### config.mk
export PLATFORM = sky130hd
export DESIGN_NAME = mc_control
export DESIGN_NICKNAME = d
export VERILOG_FILES = /design/src/rtl/mc_control.sv
export SDC_FILE = /design/constraint.sdc
export NUM_CORES = 1
export LEC_CHECK = 0
export ABC_AREA = 1
export CAP_MARGIN = 25
export CORE_MARGIN = 8
export CORE_UTILIZATION = 30
export CTS_CLUSTER_SIZE = 14
export DETAILED_ROUTE_END_ITERATION = 10
export GPL_ROUTABILITY_DRIVEN = 0
export HOLD_SLACK_MARGIN = 0.1
export PLACE_DENSITY = 0.69
export SYNTH_ARGS = -nofsm -noshare
export SYNTH_HDL_FRONTEND = slang
export SYNTH_SLANG_ARGS = --single-unit
### constraint.sdc
create_clock -name clk -period 1.8 [get_ports clk]
set_clock_uncertainty 0.15 [all_clocks]
set_input_delay 0.18 -clock clk [delete_from_list [all_inputs] [get_ports clk]]
set_output_delay 0.18 -clock clk [all_outputs]
set_load 0.02 [all_outputs]
### src/rtl/mc_control.sv
// Multi-cycle MIPS-subset control unit: five-state FSM that sequences the
// datapath enables and counts retired instructions.
`default_nettype none

module mc_control (
   input  logic        clk,
   input  logic        reset,
   input  logic [31:0] Instr,
   input  logic        Equal,
   output logic        IRWrite,
   output logic        PCWrite,
   output logic [1:0]  NPCsel,
   output logic        WEgf,
   output logic [1:0]  RegDst,
   output logic [1:0]  WDsel,
   output logic        WEdm,
   output logic [1:0]  ALUSrc,
   output logic [3:0]  ALUopcode,
   output logic [2:0]  state,
   output logic [31:0] InstrCount
);

   typedef enum logic [2:0] {
      FETCH  = 3'd0,
      DECODE = 3'd1,
      EXE    = 3'd2,
      MEM    = 3'd3,
      WB     = 3'd4
   } state_t;

   state_t      cur_state, next_state;
   logic [31:0] instr_count;
   logic        ir_we, pc_we, gf_we, dm_we;
   logic        unused_bits;

   logic [5:0] op, func;
   logic is_addu, is_subu, is_lui, is_ori, is_lw, is_sw;
   logic is_beq, is_jal, is_jr, is_j, is_known;

   assign op          = Instr[31:26];
   assign func        = Instr[5:0];
   assign unused_bits = ^Instr[25:6];

   assign is_addu  = (op == 6'b000000) && (func == 6'b100001);
   assign is_subu  = (op == 6'b000000) && (func == 6'b100011);
   assign is_jr    = (op == 6'b000000) && (func == 6'b001000);
   assign is_lui   = (op == 6'b001111);
   assign is_ori   = (op == 6'b001101);
   assign is_lw    = (op == 6'b100011);
   assign is_sw    = (op == 6'b101011);
   assign is_beq   = (op == 6'b000100);
   assign is_jal   = (op == 6'b000011);
   assign is_j     = (op == 6'b000010);
   assign is_known = is_addu | is_subu | is_jr | is_lui | is_ori | is_lw |
                     is_sw | is_beq | is_jal | is_j;

   always_ff @(posedge clk or posedge reset) begin
      if (reset) begin
         cur_state   <= FETCH;
         instr_count <= 32'd0;
      end else begin
         cur_state <= next_state;
         if (cur_state != FETCH && next_state == FETCH)
            instr_count <= instr_count + 32'd1;
      end
   end

   always_comb begin
      next_state = FETCH;
      ir_we      = 1'b0;
      pc_we      = 1'b0;
      gf_we      = 1'b0;
      dm_we      = 1'b0;
      NPCsel     = 2'd0;
      RegDst     = 2'd0;
      WDsel      = 2'd0;
      ALUSrc     = 2'd0;
      ALUopcode  = 4'd0;
      case (cur_state)
         FETCH: begin
            ir_we      = 1'b1;
            pc_we      = 1'b1;
            next_state = DECODE;
         end
         DECODE: begin
            if (is_j) begin
               pc_we  = 1'b1;
               NPCsel = 2'd2;
            end else if (is_jal) begin
               pc_we  = 1'b1;
               NPCsel = 2'd2;
               gf_we  = 1'b1;
               RegDst = 2'd2;
               WDsel  = 2'd2;
            end else if (is_jr) begin
               pc_we  = 1'b1;
               NPCsel = 2'd3;
            end else if (is_known) begin
               next_state = EXE;
            end
         end
         EXE: begin
            if (is_subu || is_beq) ALUopcode = 4'd1;
            if (is_ori) begin
               ALUSrc    = 2'd1;
               ALUopcode = 4'd3;
            end
            if (is_lw || is_sw) ALUSrc = 2'd2;
            if (is_beq) begin
               pc_we  = Equal;
               NPCsel = 2'd1;
            end else if (is_lw || is_sw) begin
               next_state = MEM;
            end else if (is_addu || is_subu || is_ori || is_lui) begin
               next_state = WB;
            end
         end
         MEM: begin
            // keep the address calculation stable while memory is accessed
            ALUSrc = 2'd2;
            if (is_sw) dm_we = 1'b1;
            else if (is_lw) next_state = WB;
         end
         WB: begin
            gf_we = 1'b1;
            if (is_addu || is_subu) RegDst = 2'd1;
            if (is_lw) WDsel = 2'd1;
            else if (is_lui) WDsel = 2'd3;
         end
         default: next_state = FETCH;
      endcase
   end

   // write enables are suppressed asynchronously while reset is held
   assign IRWrite    = ir_we & ~reset;
   assign PCWrite    = pc_we & ~reset;
   assign WEgf       = gf_we & ~reset;
   assign WEdm       = dm_we & ~reset;
   assign state      = cur_state;
   assign InstrCount = instr_count;

endmodule

`default_nettype wire

==> results.rst, run 1 <==
.. list-table::
   :header-rows: 1

   * - Metric
     - Value
   * - Core footprint
     - between 0.008 and 0.009 mm2
   * - Diodes inserted
     - 0
   * - Setup repair after global routing missed its margin
     - true
   * - Crit-path cells
     - nor3_4 -> buf_6 -> nand2_2 -> a31oi_1 -> buf_4
   * - Flip-flop and latch count after synthesis
     - 35
   * - TritonCTS clock tree
     - done
   * - F_max
     - 547 MHz
   * - Kind of capture point of the worst setup path
     - output pin
   * - Source-to-sink clock delay at the later pin of the worst-skew pair
     - ~290 ps
   * - Vias in the first global route
     - 2937
   * - Hold Buf Count CTS
     - 0
   * - Via density per instance
     - roughly 4.8
   * - Worst min path class
     - in2async
   * - GRT Total Usage
     - 0.141
   * - Number of antenna violations at the first check in global routing
     - 0
   * - Port buffer count
     - 63
   * - Nets
     - around 570
   * - Num rows
     - 34
   * - Number of DRC violations after detailed routing
     - 0
   * - Number of failing setup endpoints in the final timing report
     - 4
   * - First-pass GRT wire length
     - between 10000 and 15000 um
   * - Via Count
     - approximately 3100
   * - Post-layout util
     - 0.471
   * - Multi-input gate area in the final layout
     - 0.00181 mm2
   * - Count of max-cap constraint violations
     - 0
   * - Worst setup slack after layout
     - -26.9 ps
   * - Antenna viol nets, final
     - 0
   * - Placed Area
     - about 0.0037 mm2
   * - Initial cell density of the core
     - 0.307
   * - Number of design-rule violations left by the first detailed-router iteration
     - 177
   * - Instance count of the mapped netlist
     - around 420
   * - Critical Path RT
     - approximately 1500 ps
   * - Run status
     - finished, violations left
   * - Num Clock Sinks
     - 35
   * - Final hold vios
     - 0
   * - Worst Setup Start Kind
     - register
   * - Count of filler cells inserted in the layout
     - 856
   * - Type of the worst setup path
     - reg2out
   * - Detailed placer's ending HPWL
     - between 6000 and 7000 um
   * - Grt total ovfl
     - 0
   * - Routed length per placed instance
     - between 10 and 15 um
   * - Die boundary width
     - between 100 and 150 um
   * - Failing checks
     - setup timing
   * - Synthesis warning total
     - 0
   * - Synthesis-to-layout area growth
     - 53.7%
   * - Area of the die
     - 0.0121 mm2
   * - CTS buffer count
     - 5
   * - Depth of the CTS H-tree
     - 2
   * - Largest stage delay on the critical path
     - roughly 440 ps
   * - I/O pins
     - 86
   * - Critical path data arrival time
     - 1500 ps
   * - Sequential cell area fraction in the yosys report
     - 0.331
   * - Crit share post-route
     - 1.01
   * - Cell leakage power
     - about 2 nW
   * - Clock Tree Root
     - sky130_fd_sc_hd__clkbuf_8
   * - Worst voltage drop across the vdd grid
     - 0.000324 V
   * - Sequential cell area in the final layout
     - about 880 um2
   * - Wirelength, routed
     - around 8800 um
   * - Synthesized area divided by synthesized cell count
     - 6.32 um2
   * - Final max-slew violation count
     - 0
   * - Design Area, Final
     - roughly 0.0041 mm2
   * - Critical-path cell with the highest stage delay
     - sky130_fd_sc_hd__dfrtp_2
   * - Pwr per Cell Area
     - 767 mW/mm2
   * - Distinct cells, synth
     - 27
   * - Number of iterations in the first detailed-routing pass
     - 5
   * - Clock Path Buffers
     - 2
   * - Vertical extent of the die
     - around 110 um
   * - Ratio of cells with drive above 1 in the final layout
     - 0.258
   * - Pin count of the biggest net entering global routing
     - 36
   * - Post-synthesis instance area
     - 0.00265 mm2
   * - CTS clock-pin slew for the worst setup and hold paths
     - about 60 ps
   * - CP Max Fanout
     - 4
   * - Final Critical Period
     - around 1800 ps
layout make-up:
cell class                 count  area share
sequential                    35       0.216
tap                          108      0.0332
inverter                      29      0.0277
clock buffer                   8      0.0197
multi-input combinational    347       0.446
timing repair buffer         115       0.257
path summary, 6_finish.rpt:
check	from	endpoint	slack [ps]	cells after the start
setup / recovery	state[1]$_DFF_PP0_	PCWrite	-30	5
setup reg to reg	state[2]$_DFF_PP0_	InstrCount[28]$_DFFE_PP0P_	-10	11
min in group clk	InstrCount[1]$_DFFE_PP0P_	InstrCount[1]$_DFFE_PP0P_	380	2
hold reg to reg	InstrCount[1]$_DFFE_PP0P_	InstrCount[1]$_DFFE_PP0P_	380	2
hold / removal	reset	InstrCount[2]$_DFFE_PP0P_	260	3
max in group asynchronous	reset	InstrCount[0]$_DFFE_PP0P_	870	3
cell families (layout without fill, tap and decap cells):
kind of cell | Yosys count | count (layout) | synth area share
AO/OA/AOI/OAI | 4 | 4 | 0.00898
flip-flops | 35 | 35 | 0.331
buffers and inverters | 40 | 152 | 0.0723
XOR/XNOR | 15 | 15 | 0.0496
AND/OR/NAND/NOR | 323 | 325 | 0.532
other | 1 | 2 | 0.00142
adder cells (fa/ha/maj) | 1 | 1 | 0.00473
worst max-delay path, delay by kind of cell, from the launching register on:
| family | cells | cell delay [ps] |
|---|---|---|
| compound gates | 1 | 180 |
| buf+inv | 2 | 310 |
| flops | 1 | 440 |
| simple gates | 2 | 260 |
synth_stat cells (all sizes together):
cell / count / area, um2
nand2: 185 / 702
nor2: 72 / 312
nand3: 42 / 225
dfrtp: 35 / 876
inv: 29 / 109
nand3b: 15 / 113
buf: 11 / 82.6
xor2: 11 / 96.3
nand4: 4 / 25.0
xnor2: 4 / 35.0
nor3: 3 / 20.0
a31oi: 2 / 12.5
a21oi: 1 / 5.00
conb: 1 / 3.75
ha: 1 / 12.5
nor4: 1 / 6.26
o22ai: 1 / 6.26
or2: 1 / 6.26
metal layers:
layer	wire length [um]	global-route usage
met5	0	0
met4	163	0.0559
met3	535	0.0264
met2	4610	0.256
met1	3510	0.159
layout by cell type (no fill, tap or decap), types with 3 or more instances in the layout:
master	n
sky130_fd_sc_hd__clkdlybuf4s50_1	39
sky130_fd_sc_hd__clkbuf_8	5
sky130_fd_sc_hd__buf_4	48
sky130_fd_sc_hd__dfrtp_1	32
sky130_fd_sc_hd__xor2_1	11
sky130_fd_sc_hd__nand3b_1	15
sky130_fd_sc_hd__dlygate4sd2_1	5
sky130_fd_sc_hd__nand2_2	6
sky130_fd_sc_hd__dlymetal6s2s_1	4
sky130_fd_sc_hd__nand2_1	176
sky130_fd_sc_hd__nor2_4	6
sky130_fd_sc_hd__dfrtp_2	3
sky130_fd_sc_hd__nand3_1	20
sky130_fd_sc_hd__nor2_1	56
sky130_fd_sc_hd__nor2_2	11
sky130_fd_sc_hd__inv_2	8
sky130_fd_sc_hd__nand3_2	20
sky130_fd_sc_hd__xnor2_1	4
sky130_fd_sc_hd__inv_1	20
sky130_fd_sc_hd__buf_12	3
sky130_fd_sc_hd__nand4_1	4
sky130_fd_sc_hd__buf_2	5
sky130_fd_sc_hd__clkbuf_1	3
sky130_fd_sc_hd__buf_6	10
metrics by stage:
stage	cells	setup slack, ps	hold WS (ps)	power [W]	TNS [ps]
finish	642	-26.9	259	0.00312	-38.6
global route	642	-90.4	328	0.00330	-2300
global placement	623	-537	363	0.00223	-18450
floorplan	420	1.58	-18.8	0.00172	0
CTS	637	-35.1	278	0.00289	-65.0
detailed placement	623	-623	369	0.00224	-19910
sequential cells by signal, indices dropped and copies added, names as in the netlist:
| register | flops |
|---|---|
| InstrCount | 32 |
| state | 3 |
power by group:
group / leakage, nW / switching, W / internal, W
sequential: 0.476 / 0.0000876 / 0.000866
combinational: 1.47 / 0.000909 / 0.000714
clock: 0.0395 / 0.000270 / 0.000275
total: 1.99 / 0.00127 / 0.00185
what timing repair did:
action / 4_1_cts / 5_1_grt
buffers inserted: 5 / 4
gates cloned: 1 / 1
resized for setup: 76 / 58
endpoints found under the setup margin: 46 / 45
pin swaps: 5 / 14
No activity file was read; power rests on OpenSTA's default activity.
==> run 2, diff against run 1 <==
CORE_MARGIN = not set   (was 8)
==> results.rst, run 2 (synthesis gave the netlist of run 1 again) <==
.. list-table::
   :header-rows: 1

   * - Metric
     - Value
   * - Critical Path RT
     - 1470 ps (about the same)
   * - Crit share post-route
     - 1.07 (+0.0542)
   * - Clock Path Buffers
     - 2 (unchanged)
   * - Final hold vios
     - 0 (unchanged)
   * - Num Clock Sinks
     - 35 (unchanged)
   * - Critical R2R Capture
     - InstrCount[0]$_DFFE_PP0P_
   * - Critical path data arrival time
     - 1590 ps (+90 ps)
   * - Failing checks
     - setup timing
   * - Vertical extent of the die
     - 95.9 um (-13%)
   * - TritonCTS clock tree
     - done
   * - Number of DRC violations after detailed routing
     - 0 (unchanged)
   * - Num rows
     - 33 (-2.9%)
   * - Reg-to-reg slack, setup
     - -80 ps (-70 ps)
   * - Wirelength, routed
     - 8520 um (-3.4%)
   * - Cell depth of the worst flop-to-flop path
     - 10 (-1)
   * - Largest register FFs
     - 32 (unchanged)
   * - Net switching component of the power
     - 0.00135 W (+6.6%)
   * - Clock Tree Root
     - sky130_fd_sc_hd__clkbuf_8
   * - Source-to-sink clock delay at the later pin of the worst-skew pair
     - 290 ps (about the same)
   * - Antenna viol nets, final
     - 0 (unchanged)
   * - Worst voltage drop across the vdd grid
     - 0.000384 V (+18%)
   * - Crit-path cells
     - nor3_2 -> buf_4 -> nand3_4 -> inv_4 -> buf_6 -> nor2_2 -> nor2_2 -> buf_6
   * - Cell-internal power
     - 0.00223 W (+20%)
   * - Worst hold margin
     - 261 ps (+1.78 ps)
   * - Kind of capture point of the worst setup path
     - output pin
   * - Routed length per placed instance
     - 13.3 um (-3.4%)
   * - Diodes inserted
     - 0 (unchanged)
   * - F_max
     - 520 MHz (-5.1%)
   * - CTS clock-pin slew for the worst setup and hold paths
     - 70 ps (about the same)
   * - Final Critical Period
     - 1920 ps (+97.5 ps)
   * - Vias in the first global route
     - 2910 (-0.92%)
   * - Launching point of the worst reg2reg path
     - state[1]$_DFF_PP0_
   * - Final max-slew violation count
     - 0 (unchanged)
   * - Share of power burned in combinational logic
     - 0.528 (+0.008)
   * - GRT Total Usage
     - 0.190 (+0.0487)
   * - Clock power share
     - 0.206 (+0.032)
   * - CTS buffer count
     - 5 (unchanged)
   * - Grt total ovfl
     - 0 (unchanged)
   * - Critical-path cell with the highest stage delay
     - sky130_fd_sc_hd__dfrtp_1
   * - Number of iterations in the first detailed-routing pass
     - 5 (unchanged)
   * - CP Max Fanout
     - 4 (unchanged)
   * - Setup repair after global routing missed its margin
     - true
   * - Number of antenna violations at the first check in global routing
     - 0 (unchanged)
   * - Largest stage delay on the critical path
     - 430 ps (about the same)
   * - Ratio of cells with drive above 1 in the final layout
     - 0.251 (-0.00703)
   * - Count of max-cap constraint violations
     - 0 (unchanged)
   * - Die boundary width
     - 95.9 um (-13%)
   * - Share of power burned in registers
     - 0.266 (-0.039)
   * - Synthesis-to-layout area growth
     - 56.5%
   * - Depth of the CTS H-tree
     - 2 (unchanged)
   * - Detailed placer's ending HPWL
     - 5880 um (-6.7%)
   * - Number of design-rule violations left by the first detailed-router iteration
     - 207 (+17%)
   * - Setup TNS Final
     - -2210 ps (-2170 ps)
   * - Type of the worst setup path
     - reg2out
   * - Port buffer count
     - 63 (unchanged)
   * - Pwr per Cell Area
     - 865 mW/mm2 (+13%)
   * - Hold Buf Count CTS
     - 0 (unchanged)
   * - Switching power as a share of total power
     - 0.377 (-0.0291)
   * - Cell leakage power
     - 2.04 nW (+2.4%)
   * - Run status
     - finished, violations left
   * - Initial cell density of the core
     - 0.316 (+0.00929)
   * - Cell family with most CP delay
     - buffers and inverters
   * - Pin count of the biggest net entering global routing
     - 36 (unchanged)
   * - Worst Setup Start Kind
     - register
   * - Worst setup slack after layout
     - -124 ps (-97.5 ps)
   * - Count of filler cells inserted in the layout
     - 785 (-8.3%)
   * - Via density per instance
     - 4.81 (-0.29%)
   * - Number of buffer and inverter stages on the critical path
     - 4 (+2)
   * - Leading cell type in the layout, fill and taps excluded
     - sky130_fd_sc_hd__nand2_1
   * - Worst min path class
     - in2async
   * - Via Count
     - 3086 (-0.29%)
   * - Core footprint
     - 0.00838 mm2 (-2.9%)
   * - Area of the die
     - 0.00920 mm2 (-24%)
   * - Top library cells by usage in the layout, fill and taps aside
     - sky130_fd_sc_hd__nand2_1 (177), sky130_fd_sc_hd__nor2_1 (54), sky130_fd_sc_hd__buf_4 (41)
   * - Number of failing setup endpoints in the final timing report
     - 38 (+34)
   * - Post-layout total power
     - 0.00359 W (+15%)
   * - First-pass GRT wire length
     - 13700 um (-0.30%)
   * - I/O pins
     - 86 (unchanged)
   * - Nets
     - 572 (+0.53%)
-- run 2: how the worst max path moves through the flow --
| stage | slack [ps] | cells after the start | to | start |
|---|---|---|---|---|
| after floorplan | 2 | 6 | WEgf | state[0]$_DFF_PP0_ |
| after global placement | -510 | 9 | PCWrite | Instr[31] |
| after detailed placement | -540 | 9 | PCWrite | Instr[31] |
| after CTS | -130 | 5 | ALUopcode[0] | state[1]$_DFF_PP0_ |
| after global routing | -230 | 8 | WEgf | state[1]$_DFF_PP0_ |
| final | -120 | 8 | WEgf | state[1]$_DFF_PP0_ |
-- run 2: per-layer routing --
layer,up-vias,part of all wire,routed length [um],global-route usage
li1,1546,-,-,-
met4,0,0.0094,80,0.0398
met1,1448,0.41,3520,0.236
met5,-,0,0,0
met3,9,0.053,451,0.0300
met2,83,0.52,4460,0.345
-- run 2: worst register-to-register path: cells and delay by family, from the launching register on --
| kind | cells | cell delay (ps) |
|---|---|---|
| DFF | 1 | 430 |
| AOI/OAI and AO/OA | 1 | 190 |
| and+or+nand+nor | 4 | 340 |
| buffers and inverters | 5 | 660 |
-- run 2: layout make-up --
cell class | instances | area, um2 | area share
Clock buffer | 6 | 82.6 | 0.0199
Multi-Input combinational cell | 347 | 1760 | 0.425
Timing Repair Buffer | 118 | 1130 | 0.274
Sequential cell | 35 | 882 | 0.213
Clock inverter | 2 | 35.0 | 0.00845
Inverter | 29 | 118 | 0.0284
Tap cell | 105 | 131 | 0.0317
-- run 2: metrics by stage --
| stage | setup slack [ps] | std cells | util | instance area [um2] |
|---|---|---|---|---|
| 2_1_floorplan | 1.58 | 420 | - | 2660 |
| 3_3_place_gp | -513 | 615 | 0.437 | 3660 |
| 3_5_place_dp | -542 | 615 | 0.437 | 3660 |
| 4_1_cts | -125 | 635 | 0.464 | 3890 |
| 5_1_grt | -228 | 642 | 0.494 | 4140 |
| 6_report | -124 | 642 | 0.494 | 4140 |
-- run 2: power groups by stage --
stage	Clock [W]	Combinational [W]	Sequential, W
5_1_grt	0.000780	0.00201	0.000965
3_5_place_dp	0	0.00131	0.000962
6_report	0.000738	0.00189	0.000955
4_1_cts	0.000757	0.00160	0.000950
2_1_floorplan	0	0.000668	0.00105
3_3_place_gp	0	0.00129	0.000961
-- run 2: repair_timing --
item | 4_1_cts | 5_1_grt
gates resized for setup | 73 | 54
pin swaps | 7 | 9
endpoints found under the setup margin | 46 | 45
setup buffers | 9 | 7
gates cloned | 3 | 0
==> run 3, diff against run 2 <==
ABC_AREA = not set   (was 1)
CELL_PAD_IN_SITES_DETAIL_PLACEMENT = 2   (was not set)
CELL_PAD_IN_SITES_GLOBAL_PLACEMENT = 2   (was not set)
CORE_UTILIZATION = 22   (was 30)
PLACE_DENSITY = 0.87   (was 0.69)
==> results.rst, run 3 <==
.. list-table::
   :header-rows: 1

   * - Metric
     - Value
   * - Run status
     - finished, violations left
   * - Failing checks
     - DRC, setup timing
   * - Endpoint of the worst hold-timing path
     - state[0]$_DFF_PP0_
   * - Post-layout total power
     - 0.00362 W (+1.1%)
   * - Cell depth of the worst flop-to-flop path
     - 9 (-1)
   * - Antenna viol nets, final
     - 0 (unchanged)
   * - Kind of capture point of the worst setup path
     - register
   * - Launching point of the worst reg2reg path
     - state[1]$_DFF_PP0_
   * - TritonCTS clock tree
     - done
   * - Final Critical Period
     - 2080 ps (+155 ps)
   * - Portion of synthesized cell area occupied by the leading cell type
     - 0.432 (+0.102)
   * - Vertical extent of the die
     - 98.0 um (+2.1%)
   * - Core footprint
     - 0.00881 mm2 (+5.1%)
   * - Grt total ovfl
     - 0 (unchanged)
   * - I/O pins
     - 86 (unchanged)
   * - Via density per instance
     - 4.82 (+0.26%)
   * - Source-to-sink clock delay at the later pin of the worst-skew pair
     - 300 ps (about the same)
   * - Largest register FFs
     - 32 (unchanged)
   * - Finished Layout Cells
     - 470 (-27%)
   * - Top library cells by usage in the layout, fill and taps aside
     - sky130_fd_sc_hd__buf_4 (69), sky130_fd_sc_hd__clkdlybuf4s50_1 (33), sky130_fd_sc_hd__buf_6 (26)
   * - Final max-slew violation count
     - 0 (unchanged)
   * - Port buffer count
     - 63 (unchanged)
   * - Synthesis warning total
     - 0 (unchanged)
   * - Critical path data arrival time
     - 2100 ps (+510 ps)
   * - Number of antenna violations at the first check in global routing
     - 0 (unchanged)
   * - Most repeated cell in the gate-level netlist after synthesis
     - sky130_fd_sc_hd__dfrtp_1
   * - Met1 demand-to-capacity share in global routing
     - 0.206 (-0.0304)
   * - First-pass GRT wire length
     - 14200 um (+3.2%)
   * - Num rows
     - 34 (+3.0%)
   * - Largest area contributor in the netlist
     - sky130_fd_sc_hd__dfrtp_1
   * - Critical R2R Capture
     - InstrCount[1]$_DFFE_PP0P_
   * - Multi-input gate area in the final layout
     - 0.00149 mm2 (-15%)
   * - Count of filler cells inserted in the layout
     - 903 (+15%)
   * - Routed length per placed instance
     - 20.0 um (+51%)
   * - Worst Max-Slew Pin Slew
     - just over 600 ps
   * - Distinct cells, synth
     - 43 (+59%)
   * - CP Max Fanout
     - 5 (+1)
   * - Cell depth of the worst hold path
     - 5
   * - Diodes inserted
     - 0 (unchanged)
   * - Worst setup slack after layout
     - -279 ps (-155 ps)
   * - Cell leakage power
     - 1.90 nW (-6.6%)
   * - Cell types occupying the most area after synthesis
     - sky130_fd_sc_hd__dfrtp_1 (43%), sky130_fd_sc_hd__xor2_1 (10%), sky130_fd_sc_hd__nor3_1 (4.0%), sky130_fd_sc_hd__xnor2_1 (3.0%), sky130_fd_sc_hd__nor2_1 (2.8%)
   * - Synthesized area divided by synthesized cell count
     - 9.60 um2 (+52%)
   * - Depth of the CTS H-tree
     - 2 (unchanged)
   * - GRT Total Usage
     - 0.193 (+0.00288)
   * - Number of iterations in the first detailed-routing pass
     - 9 (+4)
   * - Leading cell type in the layout, fill and taps excluded
     - sky130_fd_sc_hd__buf_4
   * - Hold Buf Count CTS
     - 0 (unchanged)
   * - Number of design-rule violations left by the first detailed-router iteration
     - 42 (-80%)
   * - Worst voltage drop across the vdd grid
     - 0.000309 V (-20%)
   * - Placed Area
     - 0.00334 mm2 (-8.9%)
   * - CTS clock-pin slew for the worst setup and hold paths
     - 70 ps (about the same)
   * - Number of failing setup endpoints in the final timing report
     - 42 (+11%)
   * - Design Area, Final
     - 0.00405 mm2 (-2.2%)
   * - Setup repair after global routing missed its margin
     - true
   * - Via Count
     - 2265 (-27%)
   * - Sequential cell area fraction in the yosys report
     - 0.432 (+0.102)
   * - FFs w/ async S/R, synth
     - 1.00 (unchanged)
   * - Flip-flop and latch count after synthesis
     - 35 (unchanged)
   * - Final hold vios
     - 0 (unchanged)
   * - Reg-to-reg slack, setup
     - -280 ps (-200 ps)
   * - Sequential cell area in the final layout
     - 895 um2 (+1.4%)
   * - Detailed placer's ending HPWL
     - 5670 um (-3.6%)
   * - Num Clock Sinks
     - 35 (unchanged)
   * - Instance count of the mapped netlist
     - 211 (-50%)
   * - Area of the die
     - 0.00960 mm2 (+4.2%)
   * - Count of max-cap constraint violations
     - 0 (unchanged)
   * - Nets
     - 397 (-31%)
   * - Met2 GRT Util
     - 0.380 (+0.0345)
   * - Global-route layer with the greatest usage
     - met2
   * - Clock Tree Root
     - sky130_fd_sc_hd__clkbuf_8
   * - Worst Setup Start Kind
     - register
   * - Crit share post-route
     - 1.16 (+0.0860)
   * - Wirelength, routed
     - 9410 um (+11%)
   * - Synthesis-to-layout area growth
     - 100%
   * - F_max
     - 481 MHz (-7.4%)
   * - CTS buffer count
     - 5 (unchanged)
   * - Worst slack at placement
     - -1020 ps (-483 ps)
   * - Ratio of cells with drive above 1 in the final layout
     - 0.541 (+0.290)
   * - Clock Path Buffers
     - 2 (unchanged)
   * - Prevailing post-synth register cell
     - sky130_fd_sc_hd__dfrtp_1
   * - Commonest cells in the synthesized netlist
     - sky130_fd_sc_hd__dfrtp_1 (35), sky130_fd_sc_hd__xor2_1 (24), sky130_fd_sc_hd__nor3_1 (16)
   * - EDFF count, synth
     - 0 (unchanged)
   * - Type of the worst setup path
     - reg2reg
   * - Slew HR
     - 0.584
   * - Worst min path class
     - in2reg
   * - Initial cell density of the core
     - 0.230 (-0.0858)
   * - Number of placed cells counting well taps
     - 435 (-29%)
   * - Pwr per Cell Area
     - 894 mW/mm2 (+3.3%)
   * - Number of DRC violations after detailed routing
     - 5 (+5)
   * - Die boundary width
     - 98.0 um (+2.1%)
   * - Critical Path RT
     - 1820 ps (+350 ps)
   * - Post-synthesis instance area
     - 0.00203 mm2 (-23%)
   * - Vias in the first global route
     - 2616 (-10%)
   * - Pin count of the biggest net entering global routing
     - 36 (unchanged)
   * - Setup TNS Final
     - -7300 ps (-5090 ps)
   * - Global Route met3 Usage
     - 0.0351 (+0.00506)
   * - Hold path startpoint
     - Instr[30]
## run 3: cell types whose count changed after synthesis, moves of 14 or more
| cell | delta |
|---|---|
| sky130_fd_sc_hd__nand3b_1 | -14 |
| sky130_fd_sc_hd__nor3_1 | +14 |
| sky130_fd_sc_hd__nor2_1 | -48 |
| sky130_fd_sc_hd__nand2_1 | -169 |
| sky130_fd_sc_hd__nand3_1 | -30 |
## run 3: repair_timing
action | CTS | global route
resized for setup | 178 | 32
cloned | 2 | 0
setup buffers | 22 | 7
pin swaps | 39 | 30
setup endpoints to repair | 50 | 48
## run 3: final cells by class
| cell class | instances | share of cell area |
|---|---|---|
| multi-input combinational | 158 | 0.368 |
| tap | 108 | 0.0333 |
| timing repair buffer | 151 | 0.346 |
| clock inverter | 1 | 0.00123 |
| inverter | 10 | 0.00926 |
| clock buffer | 7 | 0.0213 |
| sequential | 35 | 0.221 |
## run 3: power by group
group          leakage (nW)  internal [W]  switching [W]
Combinational          1.43       0.00104        0.00101
Sequential            0.422      0.000891      0.0000676
Clock                0.0482      0.000309       0.000300
Total                  1.90       0.00224        0.00138
## run 3: metrics by stage
step	utilization	hold WS, ps
after global placement	0.379	309
after detailed placement	0.379	315
final	0.460	295
after CTS	0.447	264
after global routing	0.460	334
after floorplan	-	183
## run 3: metal layers
layer	vias up	routed length, um
met5	-	0
met4	0	225
met3	18	425
met2	64	5300
met1	1147	3460
li1	1036	-
## run 3: worst max-delay path by stage
stage | end | slack (ps) | from
global route | InstrCount[1]$_DFFE_PP0P_ | -360 | state[1]$_DFF_PP0_
floorplan | InstrCount[1]$_DFFE_PP0P_ | -190 | Instr[27]
detailed placement | PCWrite | -1020 | Instr[31]
global placement | PCWrite | -1000 | Instr[31]
finish | InstrCount[1]$_DFFE_PP0P_ | -280 | state[1]$_DFF_PP0_
CTS | InstrCount[10]$_DFFE_PP0P_ | -180 | Instr[26]
## run 3: worst max-delay path, stage by stage, from the launching register on
cell	delay, ps
sky130_fd_sc_hd__dfrtp_2	430
sky130_fd_sc_hd__buf_12	140
sky130_fd_sc_hd__nor3b_4	220
sky130_fd_sc_hd__buf_6	140
sky130_fd_sc_hd__o21ai_4	60
sky130_fd_sc_hd__o211ai_4	190
sky130_fd_sc_hd__buf_4	150
sky130_fd_sc_hd__buf_4	90
sky130_fd_sc_hd__buf_4	100
sky130_fd_sc_hd__mux2_4	290
## run 3: cells by family (layout without fill, tap and decap cells)
kind of cell | count (synthesis) | in the layout | synth area share
other cells | 1 | 2 | 0.00185
buf+inv | 19 | 169 | 0.0506
fa+ha+maj | 1 | 1 | 0.00618
simple gates | 104 | 104 | 0.301
xor+xnor | 31 | 31 | 0.134
flops | 35 | 35 | 0.432
compound gates | 19 | 19 | 0.0686
mux | 1 | 1 | 0.00556
